File: src/rtl/dbg_scan_tx.sv
// dbg_scan_tx: host-side debug reader for the pipeline probe port.
// Drives the probe selectors, samples probe_data after a settle delay and
// ships each sample as a framed 8N1 UART byte stream on tx.
// Frame: {pc_flag, 2'b00, reg_idx}, data[15:8], data[7:0].
// Optional build macro DBG_SCAN_CHECKSUM_EN appends b3 = b0^b1^b2.
module dbg_scan_tx #(
    parameter int CLKS_PER_BIT  = 434,
    parameter int SETTLE_CYCLES = 2,
    parameter int NUM_REGS      = 32
) (
    input  logic        clk,
    input  logic        reset,
    input  logic        start,
    input  logic        single,
    input  logic        sel_pc,
    input  logic [4:0]  sel_reg,
    output logic [4:0]  probe_reg_num,
    output logic        probe_pc_or_not,
    input  logic [15:0] probe_data,
    output logic        tx,
    output logic        busy,
    output logic        done
);

`ifdef DBG_SCAN_CHECKSUM_EN
    localparam int NBYTES = 4;
`else
    localparam int NBYTES = 3;
`endif

    localparam int CW = $clog2(CLKS_PER_BIT);
    localparam int SW = $clog2(SETTLE_CYCLES + 1);

    localparam logic [CW-1:0] BIT_LAST    = CW'(CLKS_PER_BIT - 1);
    localparam logic [SW-1:0] SETTLE_LAST = SW'(SETTLE_CYCLES - 1);
    localparam logic [4:0]    REG_LAST    = 5'(NUM_REGS - 1);
    localparam logic [1:0]    BYTE_LAST   = 2'(NBYTES - 1);

    typedef enum logic [2:0] {
        IDLE, SETTLE, LOAD, START, DATA, STOP, ADVANCE
    } state_t;

    state_t        state, state_n;
    logic [SW-1:0] settle_cnt, settle_cnt_n;
    logic [CW-1:0] bit_cnt, bit_cnt_n;
    logic [2:0]    bit_idx, bit_idx_n;
    logic [1:0]    byte_idx, byte_idx_n;
    logic [15:0]   hold, hold_n;
    logic [7:0]    shreg, shreg_n;
    logic          single_q, single_q_n;
    logic [4:0]    reg_num_n;
    logic          pc_n;
    logic          tx_n, busy_n, done_n;
    logic [7:0]    header;
    logic          last_item;

    // Header byte; the register field is forced to zero for a PC item.
    assign header = {probe_pc_or_not, 2'b00, probe_pc_or_not ? 5'd0 : probe_reg_num};

    // The request ends after this item in single mode or after the last register.
    assign last_item = single_q || (!probe_pc_or_not && probe_reg_num == REG_LAST);

    function automatic logic [7:0] frame_byte(input logic [1:0]  idx,
                                              input logic [7:0]  hdr,
                                              input logic [15:0] d);
        case (idx)
            2'd0:    frame_byte = hdr;
            2'd1:    frame_byte = d[15:8];
            2'd2:    frame_byte = d[7:0];
`ifdef DBG_SCAN_CHECKSUM_EN
            default: frame_byte = hdr ^ d[15:8] ^ d[7:0];
`else
            default: frame_byte = 8'h00;
`endif
        endcase
    endfunction

    // State and datapath registers; outputs are registered so tx is glitch-free.
    // NOTE: sequential state uses non-blocking assignments so every register
    // samples pre-edge values, independent of statement order.
    always_ff @(posedge clk or posedge reset) begin
        if (reset) begin
            state           <= IDLE;
            settle_cnt      <= '0;
            bit_cnt         <= '0;
            bit_idx         <= '0;
            byte_idx        <= '0;
            hold            <= '0;
            shreg           <= '0;
            single_q        <= 1'b0;
            probe_reg_num   <= '0;
            probe_pc_or_not <= 1'b0;
            tx              <= 1'b1;
            busy            <= 1'b0;
            done            <= 1'b0;
        end else begin
            state           <= state_n;
            settle_cnt      <= settle_cnt_n;
            bit_cnt         <= bit_cnt_n;
            bit_idx         <= bit_idx_n;
            byte_idx        <= byte_idx_n;
            hold            <= hold_n;
            shreg           <= shreg_n;
            single_q        <= single_q_n;
            probe_reg_num   <= reg_num_n;
            probe_pc_or_not <= pc_n;
            tx              <= tx_n;
            busy            <= busy_n;
            done            <= done_n;
        end
    end

    // Next-state, counter and next-output logic.
    // NOTE: every variable gets a default first so no path infers a latch.
    always_comb begin
        state_n      = state;
        settle_cnt_n = settle_cnt;
        bit_cnt_n    = bit_cnt;
        bit_idx_n    = bit_idx;
        byte_idx_n   = byte_idx;
        hold_n       = hold;
        shreg_n      = shreg;
        single_q_n   = single_q;
        reg_num_n    = probe_reg_num;
        pc_n         = probe_pc_or_not;

        case (state)
            IDLE: begin
                if (start) begin
                    single_q_n   = single;
                    pc_n         = single ? sel_pc : 1'b1;
                    reg_num_n    = (single && !sel_pc) ? sel_reg : 5'd0;
                    settle_cnt_n = '0;
                    state_n      = SETTLE;
                end
            end
            SETTLE: begin
                if (settle_cnt == SETTLE_LAST) begin
                    settle_cnt_n = '0;
                    state_n      = LOAD;
                end else begin
                    settle_cnt_n = settle_cnt + 1'b1;
                end
            end
            LOAD: begin
                hold_n     = probe_data;
                shreg_n    = header;
                byte_idx_n = '0;
                bit_cnt_n  = '0;
                state_n    = START;
            end
            START: begin
                if (bit_cnt == BIT_LAST) begin
                    bit_cnt_n = '0;
                    bit_idx_n = '0;
                    state_n   = DATA;
                end else begin
                    bit_cnt_n = bit_cnt + 1'b1;
                end
            end
            DATA: begin
                if (bit_cnt == BIT_LAST) begin
                    bit_cnt_n = '0;
                    shreg_n   = {1'b0, shreg[7:1]};
                    if (bit_idx == 3'd7) begin
                        state_n = STOP;
                    end else begin
                        bit_idx_n = bit_idx + 1'b1;
                    end
                end else begin
                    bit_cnt_n = bit_cnt + 1'b1;
                end
            end
            STOP: begin
                if (bit_cnt == BIT_LAST) begin
                    bit_cnt_n = '0;
                    if (byte_idx == BYTE_LAST) begin
                        state_n = ADVANCE;
                    end else begin
                        byte_idx_n = byte_idx + 1'b1;
                        shreg_n    = frame_byte(byte_idx + 2'd1, header, hold);
                        state_n    = START;
                    end
                end else begin
                    bit_cnt_n = bit_cnt + 1'b1;
                end
            end
            ADVANCE: begin
                if (last_item) begin
                    state_n = IDLE;
                end else begin
                    if (probe_pc_or_not) begin
                        pc_n      = 1'b0;
                        reg_num_n = 5'd0;
                    end else begin
                        reg_num_n = probe_reg_num + 5'd1;
                    end
                    settle_cnt_n = '0;
                    state_n      = SETTLE;
                end
            end
            default: state_n = IDLE;
        endcase

        // Selectors do not change on STOP->ADVANCE, so last_item is valid here.
        done_n = (state_n == ADVANCE) && last_item;
        busy_n = (state_n != IDLE) && !done_n;
        if (state_n == START)
            tx_n = 1'b0;
        else if (state_n == DATA)
            tx_n = shreg_n[0];
        else
            tx_n = 1'b1;
    end

endmodule
File: config.mk
export PLATFORM = sky130hd
export DESIGN_NAME = dbg_scan_tx
export DESIGN_NICKNAME = d
export VERILOG_FILES = /design/src/rtl/dbg_scan_tx.sv
export SDC_FILE = /design/constraint.sdc
export NUM_CORES = 1
export LEC_CHECK = 0
export BUFFER_PORTS_ARGS = -buffer_cell sky130_fd_sc_hd__buf_2
export CAP_MARGIN = 10
export CORE_MARGIN = 10
export CORE_UTILIZATION = 40
export CTS_BUF_LIST = sky130_fd_sc_hd__clkbuf_16
export DETAILED_ROUTE_END_ITERATION = 16
export GPL_ROUTABILITY_DRIVEN = 0
export PLACE_DENSITY = 0.69
export SYNTH_ARGS = -nofsm -noshare
export SYNTH_HDL_FRONTEND = slang
export SYNTH_SLANG_ARGS = --single-unit
File: constraint.sdc
create_clock -name clk -period 2.35 [get_ports clk]
set_input_delay 0.3525 -clock clk [delete_from_list [all_inputs] [get_ports clk]]
set_output_delay 0.3525 -clock clk [all_outputs]
set_load 0.02 [all_outputs]
Word level (Yosys, flattened, before mapping):

Cells that the tools add are included.

* register bits after elaboration: 53
* bits in latches: 0
* memory bits (writable): 0
* bits in read-only memories: 0
* bits of input ports: 26
* memories kept: 0

* $add $sub $neg: 5
* multipliers: 0
* divide/modulo/power cells: 0
* magnitude comparators: 0
* equality and inequality tests: 23
* shift operators: 0
* muxes and demuxes: 39
* bitwise operators: 0
* reductions and logical operators: 24

Operators with widths (number)
* 8-bit one-hot mux with 3 select lines: 2
* 3-bit 2-to-1 mux: 10
* 5-bit 2-to-1 mux: 5
* 8-bit 2-to-1 mux: 3
* 3-bit one-hot mux with 7 select lines: 1
* 3-bit == test, second input constant: 6
* 9-bit one-hot mux with 2 select lines: 1
* 2-bit inequality test, second input constant: 7
* 2-bit 2-to-1 mux: 5
* 5-bit one-hot mux with 2 select lines: 1
* 9-bit by 1-bit adder with 9-bit output, second input constant: 1
* 3-bit by 2-bit == test with 1-bit output, second input constant: 3
* 9-bit == test, second input constant: 1
* 9-bit 2-to-1 mux: 1
* 3-bit AND reduction: 3
* 3-bit nonzero test: 3
* 4-bit AND reduction: 2
* 2-bit nonzero test: 4
* 1-bit 2-to-1 mux: 6
* 2-bit one-hot mux with 3 select lines: 1
* 3-bit one-hot mux with 2 select lines: 1
* 5-bit by 1-bit adder with 5-bit output, second input constant: 1
* 5-bit == test, second input constant: 1
* 2-bit by 1-bit adder with 2-bit output, second input constant: 2
* other kinds (13): 20

Depth between registers and ports, before layout:

Gate-level depths: netlist of run 1.

* depth after elaboration: 9
* gate-level depth with buffers: 9
* mapped depth without buffers: 7

Worst setup path before layout of run 1:

Ideal clock, no wire load.

* path type: register to register
* start point: reg probe_reg_num[0]
* end point: reg probe_reg_num[0]
* setup time: 0.125 ns
* arrival time: 2.004 ns
* data required time: 2.225 ns
* path slack: 0.221 ns
* cell stages (with the launch flop): 8
* period minus slack after synthesis: 2.129 ns
* path through: dfrtp_1 -> ha_1 -> and3_1 -> ha_1 -> a211oi_1 -> nor2b_1 -> buf_2 -> mux2_4

* longest elaborated chain between the ends: 5
* elaborated cells on any way between the ends: 9
* those cells by class: add/sub (1); eq/ne (2); mux (3); reduce/logical (3)

RTL lines
* from (decl): RTL line 17 `output logic [4:0] probe_reg_num,`
* from (signal assigned): RTL line 105 `probe_reg_num <= reg_num_n;`
* parallel branches: the longest is 5 deep, another holds 5-bit by 1-bit adder with 5-bit output

Several ways; the timed one is not identified. The select of a mux whose other input is x is not followed.
A chain may end at the register's enable or synchronous reset.

Worst setup path after layout of run 1:

* start point: reg bit_cnt[0]
* end point: reg shreg[2]

* longest elaborated chain between the ends: 3
* elaborated cells on any way between the ends: 4
* those cells by class: eq/ne (3); reduce/logical (1)

RTL lines
* from (decl): RTL line 45 `logic [CW-1:0] bit_cnt, bit_cnt_n;`
* from (signal assigned): RTL line 99 `bit_cnt <= bit_cnt_n;`
* 9-bit == test (*): RTL line 162, 175
* 2-bit inequality test (no source line)
* 4-bit AND reduction (no source line) (*)
* to (signal assigned): RTL line 103 `shreg <= shreg_n;`
* to (decl): RTL line 49 `logic [7:0] shreg, shreg_n;`

Every way passes the cells marked *; elsewhere a longest branch is shown, timed or not.

==> results of run 1 <==
## routing by layer
| metal | routed length (um) | track usage | up-vias |
|---|---|---|---|
| li1 | - | - | 1082 |
| met1 | 3070 | 0.155 | 1072 |
| met2 | 2800 | 0.177 | 45 |
| met3 | 228 | 0.0229 | 6 |
| met4 | 80 | 0.0408 | 0 |
| met5 | 0 | 0 | - |
## cell type report
| class | count | area, sq um |
|---|---|---|
| Fill cell | 647 | 3560 |
| Clock buffer | 5 | 125 |
| Clock inverter | 3 | 28.8 |
| Sequential cell | 53 | 1330 |
| Timing Repair Buffer | 40 | 228 |
| Multi-Input combinational cell | 193 | 1390 |
| Inverter | 14 | 52.6 |
| Tap cell | 96 | 120 |
## worst paths after layout
kind,to,slack (ps),cells after the start
setup / recovery,shreg[2],200,5
hold / removal,hold[14],120,2
setup reg to reg,shreg[2],200,5
hold reg to reg,shreg[7],500,2
max in group asynchronous,tx,1620,3
min in group clk,hold[13],280,2
## placed cells by master (no fill, tap or decap), types with 5 or more instances in the layout
cell type,count
inv_1,13
clkbuf_16,5
o21ai_0,18
dfrtp_1,52
buf_2,34
nand2_1,23
a21oi_1,9
buf_4,5
a22oi_1,9
o221ai_1,5
mux2_2,22
nand3_1,10
ha_1,10
nor2_1,17
nor2b_1,7
## sequential cells by signal, indices dropped and copies added, names as in the netlist
signal and flops:
busy 1, probe_reg_num 5, probe_pc_or_not 1, single_q 1, done 1, byte_idx 2, state 3, bit_idx 3
hold 16, tx 1, settle_cnt 2, shreg 8, bit_cnt 9
## Yosys cell counts (all sizes together) (2+ instances only)
cell type  number  share of area
a21oi          10          0.019
a221o           2         0.0071
a221oi          2         0.0062
a22oi           9          0.024
a31oi           4         0.0089
a32oi           3         0.0093
and3            2         0.0044
and4bb          2         0.0089
buf             9          0.018
clkbuf          2         0.0027
dfrtp          52           0.46
ha             10          0.044
inv            14          0.019
mux2           23          0.093
nand2          23          0.031
nand2b          3         0.0066
nand3          10          0.018
nand3b          2         0.0053
nor2           18          0.025
nor2b           7          0.016
nor3            3         0.0053
nor3b           2         0.0053
nor4            3          0.012
o21ai          18          0.032
o221ai          5          0.016
o22ai           5          0.013
o31ai           3         0.0080
o41ai           2         0.0062
or2             2         0.0044
xor2            2         0.0062
## worst max-delay path: cells and delay by family, from the launching register on
family	cells	cell delay [ps]
AOI/OAI and AO/OA	1	520
DFF	1	440
muxes	1	400
and+or+nand+nor	2	430
adders and majority gates	1	230
## power breakdown
group          switching (uW)  leakage, uW  internal, uW
logic                     654     0.000737           569
clock network             367    0.0000767           411
registers                 279     0.000670          1220
total                    1300      0.00148          2200
## through the flow
stage	power, uW	cell area, sq um	cells
floorplan	2400	2820	271
global route	3740	3270	404
CTS	3530	3270	404
detailed placement	2740	3120	396
global placement	2700	3120	396
finish	3500	3270	404
## kinds of logic (layout without fill, tap and decap cells)
group	after synthesis	count (layout)
compound gates	72	72
fa+ha+maj	10	10
mux	23	23
buf+inv	25	62
simple gates	85	85
flops	53	53
xor+xnor	3	3
==> impl_metrics.yaml, run 1 <==
route:
  wire_per_inst_um: 15.3
  dr.pass1.iters: 4
  detail-route-antenna-nets: 0
  via_per_inst: 5.46
  first_iter_violations: 102
  via_count: 2205
  drc: 0
  routed_wl_mm: 6.18
global_routing:
  grt_first_pass_wirelength_mm: 10.7
  grt_start_max_net_pins: 28
  antenna_found_initial: 0
  grt.total_usage: 0.115
  overflow: 0
  grt_pass1_vias: 2181
clocking:
  cts_tree: "done"
  clk_latency_ps: 300
  cts.sinks: 53
  clkTransAtPathRegs_ps: 70
  cts_setup_buffers: 0
  cts_resized: 0
  clock_path_buffers: 2
  htreeDepth: 2
  cts_root_buffer: "clkbuf_16"
  hold_buffers: 0
  cts_inserted_buffers: 5
timing:
  setup_viol: 0
  fin_ws_ps: 202
  slew_headroom: 0.586
  min_period_over_period: 0.914
  finalHoldViolations: 0
  drv_slew: 0
  period_needed_ps: 2150
  worstMarginPinSlew_ps: 621
  tns_ps: 0
  fin_skew_ps: 3.84
  rsz0062_at_grt: "no"
  clock.fmax_mhz: 466
  hold_slack_ps: 115
logic_synthesis:
  synth_xor_xnor_area_share: 0.00931
  syn_inst: 271
  synth_nets: 307
  synthAdderAreaFrac: 0.0443
  ys_dominant_reg_cell: "dfrtp_1"
  netlist_area_sq_um: 2820
  synth_cell_types: 56
  avgSynthCellArea_sq_um: 10.4
  yosysSeqAreaShare: 0.470
  synth_top_family_by_area: "compound AO/OA/AOI/OAI gates"
  synth_seq_cells: 53
  synth_edf_count: 0
  synthMuxAreaShare: 0.0931
  yosysWarnings: 0
  synthArstFlopShare: 1.00
  yosys.area_share.simple: 0.167
  synth-compound-area-share: 0.177
layout:
  diodes: 0
  area_growth_pct: 15.9
  drive_gt1_frac: 0.266
  final_util: 0.479
  finalNetCount: 343
setup_path:
  required_ps: 2530
  path_max_fanout: 7
  r2r_start: "bit_cnt[0]"
  setup.worst_path.start: "bit_cnt[0]"
  crit_chain: "ha_1, nand4bb_1, nor2_2, a21oi_1, mux2_2"
  max_stage_delay_ps: 520
  arrival_ps: 2330
  slowest_stage: "a21oi_1"
  cp-start-kind: "flip-flop"
  crit_type: "reg2reg"
  end_kind: "flip-flop"
floorplanning:
  die_area_sq_um: 10800
  num_rows: 30
  core_sq_um: 6830
  ioPinCount: 35
  die_w_um: 104
  initial_utilization: 0.413
  die_y_um: 104
power:
  powerDensity_nw_per_um2: 1070
  p_leak_uw: 0.00148
  vdd_drop_max_uv: 452
placement:
  hpwlAfterDp_mm: 4.55
  dp_slack_ps: 227
  port_buffers: 34
min_path:
  hp-class: "in2async"
status:
  run_status: "finished, final reports clean"
job:
  cap_violations: 0
(Power assumes the default switching activity.)
==> inputs of run 2 (changes only) <==
- CELL_PAD_IN_SITES_DETAIL_PLACEMENT: default -> 2
- CELL_PAD_IN_SITES_GLOBAL_PLACEMENT: default -> 2
- CORE_UTILIZATION: 40 -> 37
- PLACE_DENSITY: 0.69 -> 0.89
- clock period: 2.35 -> 2 ns (I/O delays scaled with it)
==> run 2 against run 1 <==
  * Largest power group is now combinational cells
  * Total power increased by 41%
  * The run now ends with setup timing left
  * Highest routed layer unchanged
  * Sequential power up 21%
  * Final area increased by 11%
==> impl_metrics.yaml, run 2 (synthesized netlist as in run 1, its figures left out) <==
layout:
  final_cells: 427
  largest_reg_flops: 16
  drive_gt1_frac: 0.387
  diodes: 0
  final_common_cell: "dfrtp_1"
  final_cell_mix: "dfrtp_1 (48), buf_2 (34), buf_4 (24)"
  multi_input_area_sq_um: 1560
  fill_cells: 734
  ff_latch_area_sq_um: 1330
  area_growth_pct: 28.3
  final_util: 0.494
  regMostFlops: "hold"
  finalNetCount: 363
  largest_registers: "hold x16, bit_cnt x9, shreg x8"
timing:
  fin_ws_ps: -27.8
  min_period_over_period: 1.01
  worstMarginPinSlew_ps: 587
  fin_skew_ps: 12.6
  clock.fmax_mhz: 493
  slew_headroom: 0.608
  period_needed_ps: 2030
  drv_slew: 0
  finalHoldViolations: 0
  setup_viol: 1
  rsz0062_at_grt: "yes"
setup_path:
  arrival_ps: 2230
  crit_type: "reg2reg"
  r2r_cells: 7
  path_max_fanout: 5
  required_ps: 2200
  cp-start-kind: "flip-flop"
  end_kind: "flip-flop"
clocking:
  cts_root_buffer: "clkbuf_16"
  clkTransAtPathRegs_ps: 70
  clock_path_buffers: 2
  cts_tree: "done"
  cts.sinks: 53
  htreeDepth: 2
  clk_latency_ps: 300
  cts_inserted_buffers: 5
floorplanning:
  die_area_sq_um: 11500
  num_rows: 31
  die_w_um: 107
  core_sq_um: 7330
  initial_utilization: 0.385
  ioPinCount: 35
  die_y_um: 107
global_routing:
  grt_first_pass_wirelength_mm: 16.2
  grt_pass1_vias: 2885
  grt.total_usage: 0.175
  overflow: 0
  antenna_found_initial: 0
  grt_start_max_net_pins: 30
status:
  run_status: "complete, but fails checks"
  violations: "setup timing"
min_path:
  hp-class: "in2async"
route:
  routed_wl_mm: 11.0
  dr.pass1.iters: 4
  first_iter_violations: 143
  via_count: 2507
  detail-route-antenna-nets: 0
  wire_per_inst_um: 25.8
  drc: 0
  via_per_inst: 5.87
power:
  p_leak_uw: 0.00161
  vdd_drop_max_uv: 511
  powerDensity_nw_per_um2: 1360
placement:
  port_buffers: 34
  place_inst: 414
  dp_slack_ps: -13.9
  hpwlAfterDp_mm: 6.56
job:
  cap_violations: 0
-- run 2: cell type report --
type / count / area share
flip-flops and latches: 53 / 0.368
repair buffers: 60 / 0.105
clock inverters: 3 / 0.0128
clock buffers: 5 / 0.0345
well taps: 99 / 0.0342
multi-input cells: 193 / 0.431
inverters: 14 / 0.0145
-- run 2: what timing repair did --
item,in CTS,in global routing
resized for setup,9,28
pin swaps,2,3
setup endpoints to repair,12,31
hold buffers,0,0
gates cloned,0,0
setup buffers,3,2
-- run 2: power by group --
part / switching [uW] / leakage [uW] / internal [uW]
logic: 1160 / 0.000866 / 944
registers: 374 / 0.000666 / 1440
clock network: 416 / 0.0000800 / 594
-- run 2: through the flow --
| step | hold slack (ps) | setup TNS [ps] | power [uW] | area (sq um) |
|---|---|---|---|---|
| after floorplan | 450 | 0 | 2830 | 2830 |
| after global placement | 396 | 0 | 3350 | 3240 |
| after detailed placement | 400 | -27.7 | 3520 | 3240 |
| after CTS | 83.3 | 0 | 4670 | 3490 |
| after global routing | 106 | -268 | 5190 | 3620 |
| final | 64.8 | -27.8 | 4930 | 3620 |
-- run 2: worst max-delay path, stage by stage (launching register included) --
cell and delay, ps:
dfrtp_1 400, inv_1 100, ha_4 160, and4bb_4 320, a31oi_1 140, a311oi_2 430, nor4_4 110, a32oi_2 270
-- run 2: path summary, 6_finish.rpt --
kind / from / endpoint / slack [ps]
worst max-delay path: bit_cnt[1] / tx / -30
min in group clk: probe_data[5] / hold[5] / 230
worst min-delay path: reset / byte_idx[0] / 60
worst max register to register: bit_cnt[1] / tx / -30
max in group asynchronous: reset / single_q / 1360
worst min register to register: hold[5] / hold[5] / 520
-- run 2: per-layer routing --
metal / part of all wire / up-vias / GRT usage
met4: 0.023 / 0 / 0.0773
li1: - / 1116 / -
met5: 0 / - / 0
met1: 0.42 / 1310 / 0.209
met3: 0.031 / 19 / 0.0305
met2: 0.53 / 62 / 0.302
==> inputs of run 3 (changes only) <==
- PLACE_DENSITY: 0.89 -> 0.82
==> run 3 against run 2 <==
  * The flow now finishes without violations
  * Clock skew down 3.4 ps
  * Setup slack improved by 38 ps
  * Via count grew 0.24%
  * Global-route usage decreased by 0.089 points
  * Wire length is 6.6% lower
  * Final area down 1.0%
  * Critical endpoint unchanged
==> impl_metrics.yaml, run 3 (synthesized netlist as in run 1, its figures left out) <==
setup_path:
  r2r_slack_ps: 10
  crit_type: "reg2reg"
  setup.worst_path.start: "probe_reg_num[1]"
  r2r_start: "probe_reg_num[1]"
  arrival_ps: 2210
  end_kind: "flip-flop"
  crit_end: "tx"
  timing.rr.end: "tx"
  cp-start-kind: "flip-flop"
  path_max_fanout: 3
  r2r_cells: 8
  required_ps: 2220
placement:
  port_buffers: 34
  placed_cell_area_sq_um: 3260
  hpwlAfterDp_mm: 6.64
  place_inst: 417
timing:
  period_needed_ps: 1990
  hold_slack_ps: 10.3
  finalHoldViolations: 0
  drv_slew: 0
  rsz0062_at_grt: "yes"
  slew_headroom: 0.680
  min_period_over_period: 0.995
  worstMarginPinSlew_ps: 479
  fin_skew_ps: 9.17
  setup_viol: 0
  clock.fmax_mhz: 503
global_routing:
  grt_pass1_vias: 2799
  antenna_found_initial: 1
  grt.total_usage: 0.174
  grt_start_max_net_pins: 26
  overflow: 0
  grt_first_pass_wirelength_mm: 15.8
layout:
  largest_registers: "hold x16, bit_cnt x9, shreg x8"
  largest_reg_flops: 16
  finalNetCount: 366
  final_util: 0.489
  final_cells: 431
  drive_gt1_frac: 0.375
  final_area_sq_um: 3580
  area_growth_pct: 27.0
  final_common_cell: "dfrtp_1"
  regMostFlops: "hold"
  final_cell_mix: "dfrtp_1 (49), buf_2 (34), buf_4 (27)"
route:
  via_count: 2513
  first_iter_violations: 119
  wire_per_inst_um: 23.8
  dr.pass1.iters: 4
  detail-route-antenna-nets: 0
  via_per_inst: 5.83
  routed_wl_mm: 10.3
  drc: 0
power:
  vdd_drop_max_uv: 510
  p_leak_uw: 0.00162
  powerDensity_nw_per_um2: 1300
clocking:
  htreeDepth: 2
  hold_buffers: 0
  cts_inserted_buffers: 5
  clkTransAtPathRegs_ps: 80
  cts.sinks: 53
  cts_tree: "done"
  clock_path_buffers: 2
  clk_latency_ps: 300
  cts_root_buffer: "clkbuf_16"
status:
  run_status: "finished, final reports clean"
job:
  cap_violations: 0
floorplanning:
  die_w_um: 107
  die_y_um: 107
  num_rows: 31
  die_area_sq_um: 11500
  core_sq_um: 7330
  ioPinCount: 35
  initial_utilization: 0.385
min_path:
  hp-class: "in2async"
-- run 3: how the worst min path moves through the flow --
stage / startpoint / endpoint / slack (ps)
after floorplan: single / single_q / 450
after global placement: reset / hold[8] / 340
after detailed placement: reset / hold[3] / 340
after CTS: reset / hold[0] / 20
after global routing: reset / hold[15] / 50
final: reset / hold[10] / 10
-- run 3: power breakdown --
group	internal, uW	switching, uW
combinational	875	1070
clock	467	423
sequential	1440	374
total	2780	1860
-- run 3: critical path, stage by stage (launching register included) --
cell,delay (ps)
dfrtp_1,380
ha_2,210
and3_4,200
ha_4,130
a211oi_2,80
buf_4,150
a211o_1,310
or2_1,270
a32oi_1,190
-- run 3: area by class of cell --
type	count	area [sq um]
timing repair buffer	63	404
multi-input combinational	193	1520
clock buffer	5	125
tap	99	124
fill	750	3750
clock inverter	3	22.5
antenna	1	2.50
sequential	53	1330
inverter	14	52.6
-- run 3: timing repair --
action                                  CTS  global route
endpoints found under the setup margin   19            21
pin swaps                                 0            10
resized for setup                         7            20
buffers inserted                          1             4
-- run 3: per-layer routing --
metal,global-route usage,wire length [um]
met2,0.329,5590
met1,0.194,4030
met5,0,0
met3,0.0287,404
met4,0.0525,247
-- run 3: through the flow --
step | power [uW] | worst slack (ps) | TNS, ps
floorplan | 2830 | 6.11 | 0
global placement | 3360 | 105 | 0
detailed placement | 3510 | 50.5 | 0
CTS | 4530 | 0.900 | 0
global route | 4910 | -71.9 | -81.1
finish | 4650 | 10.2 | 0
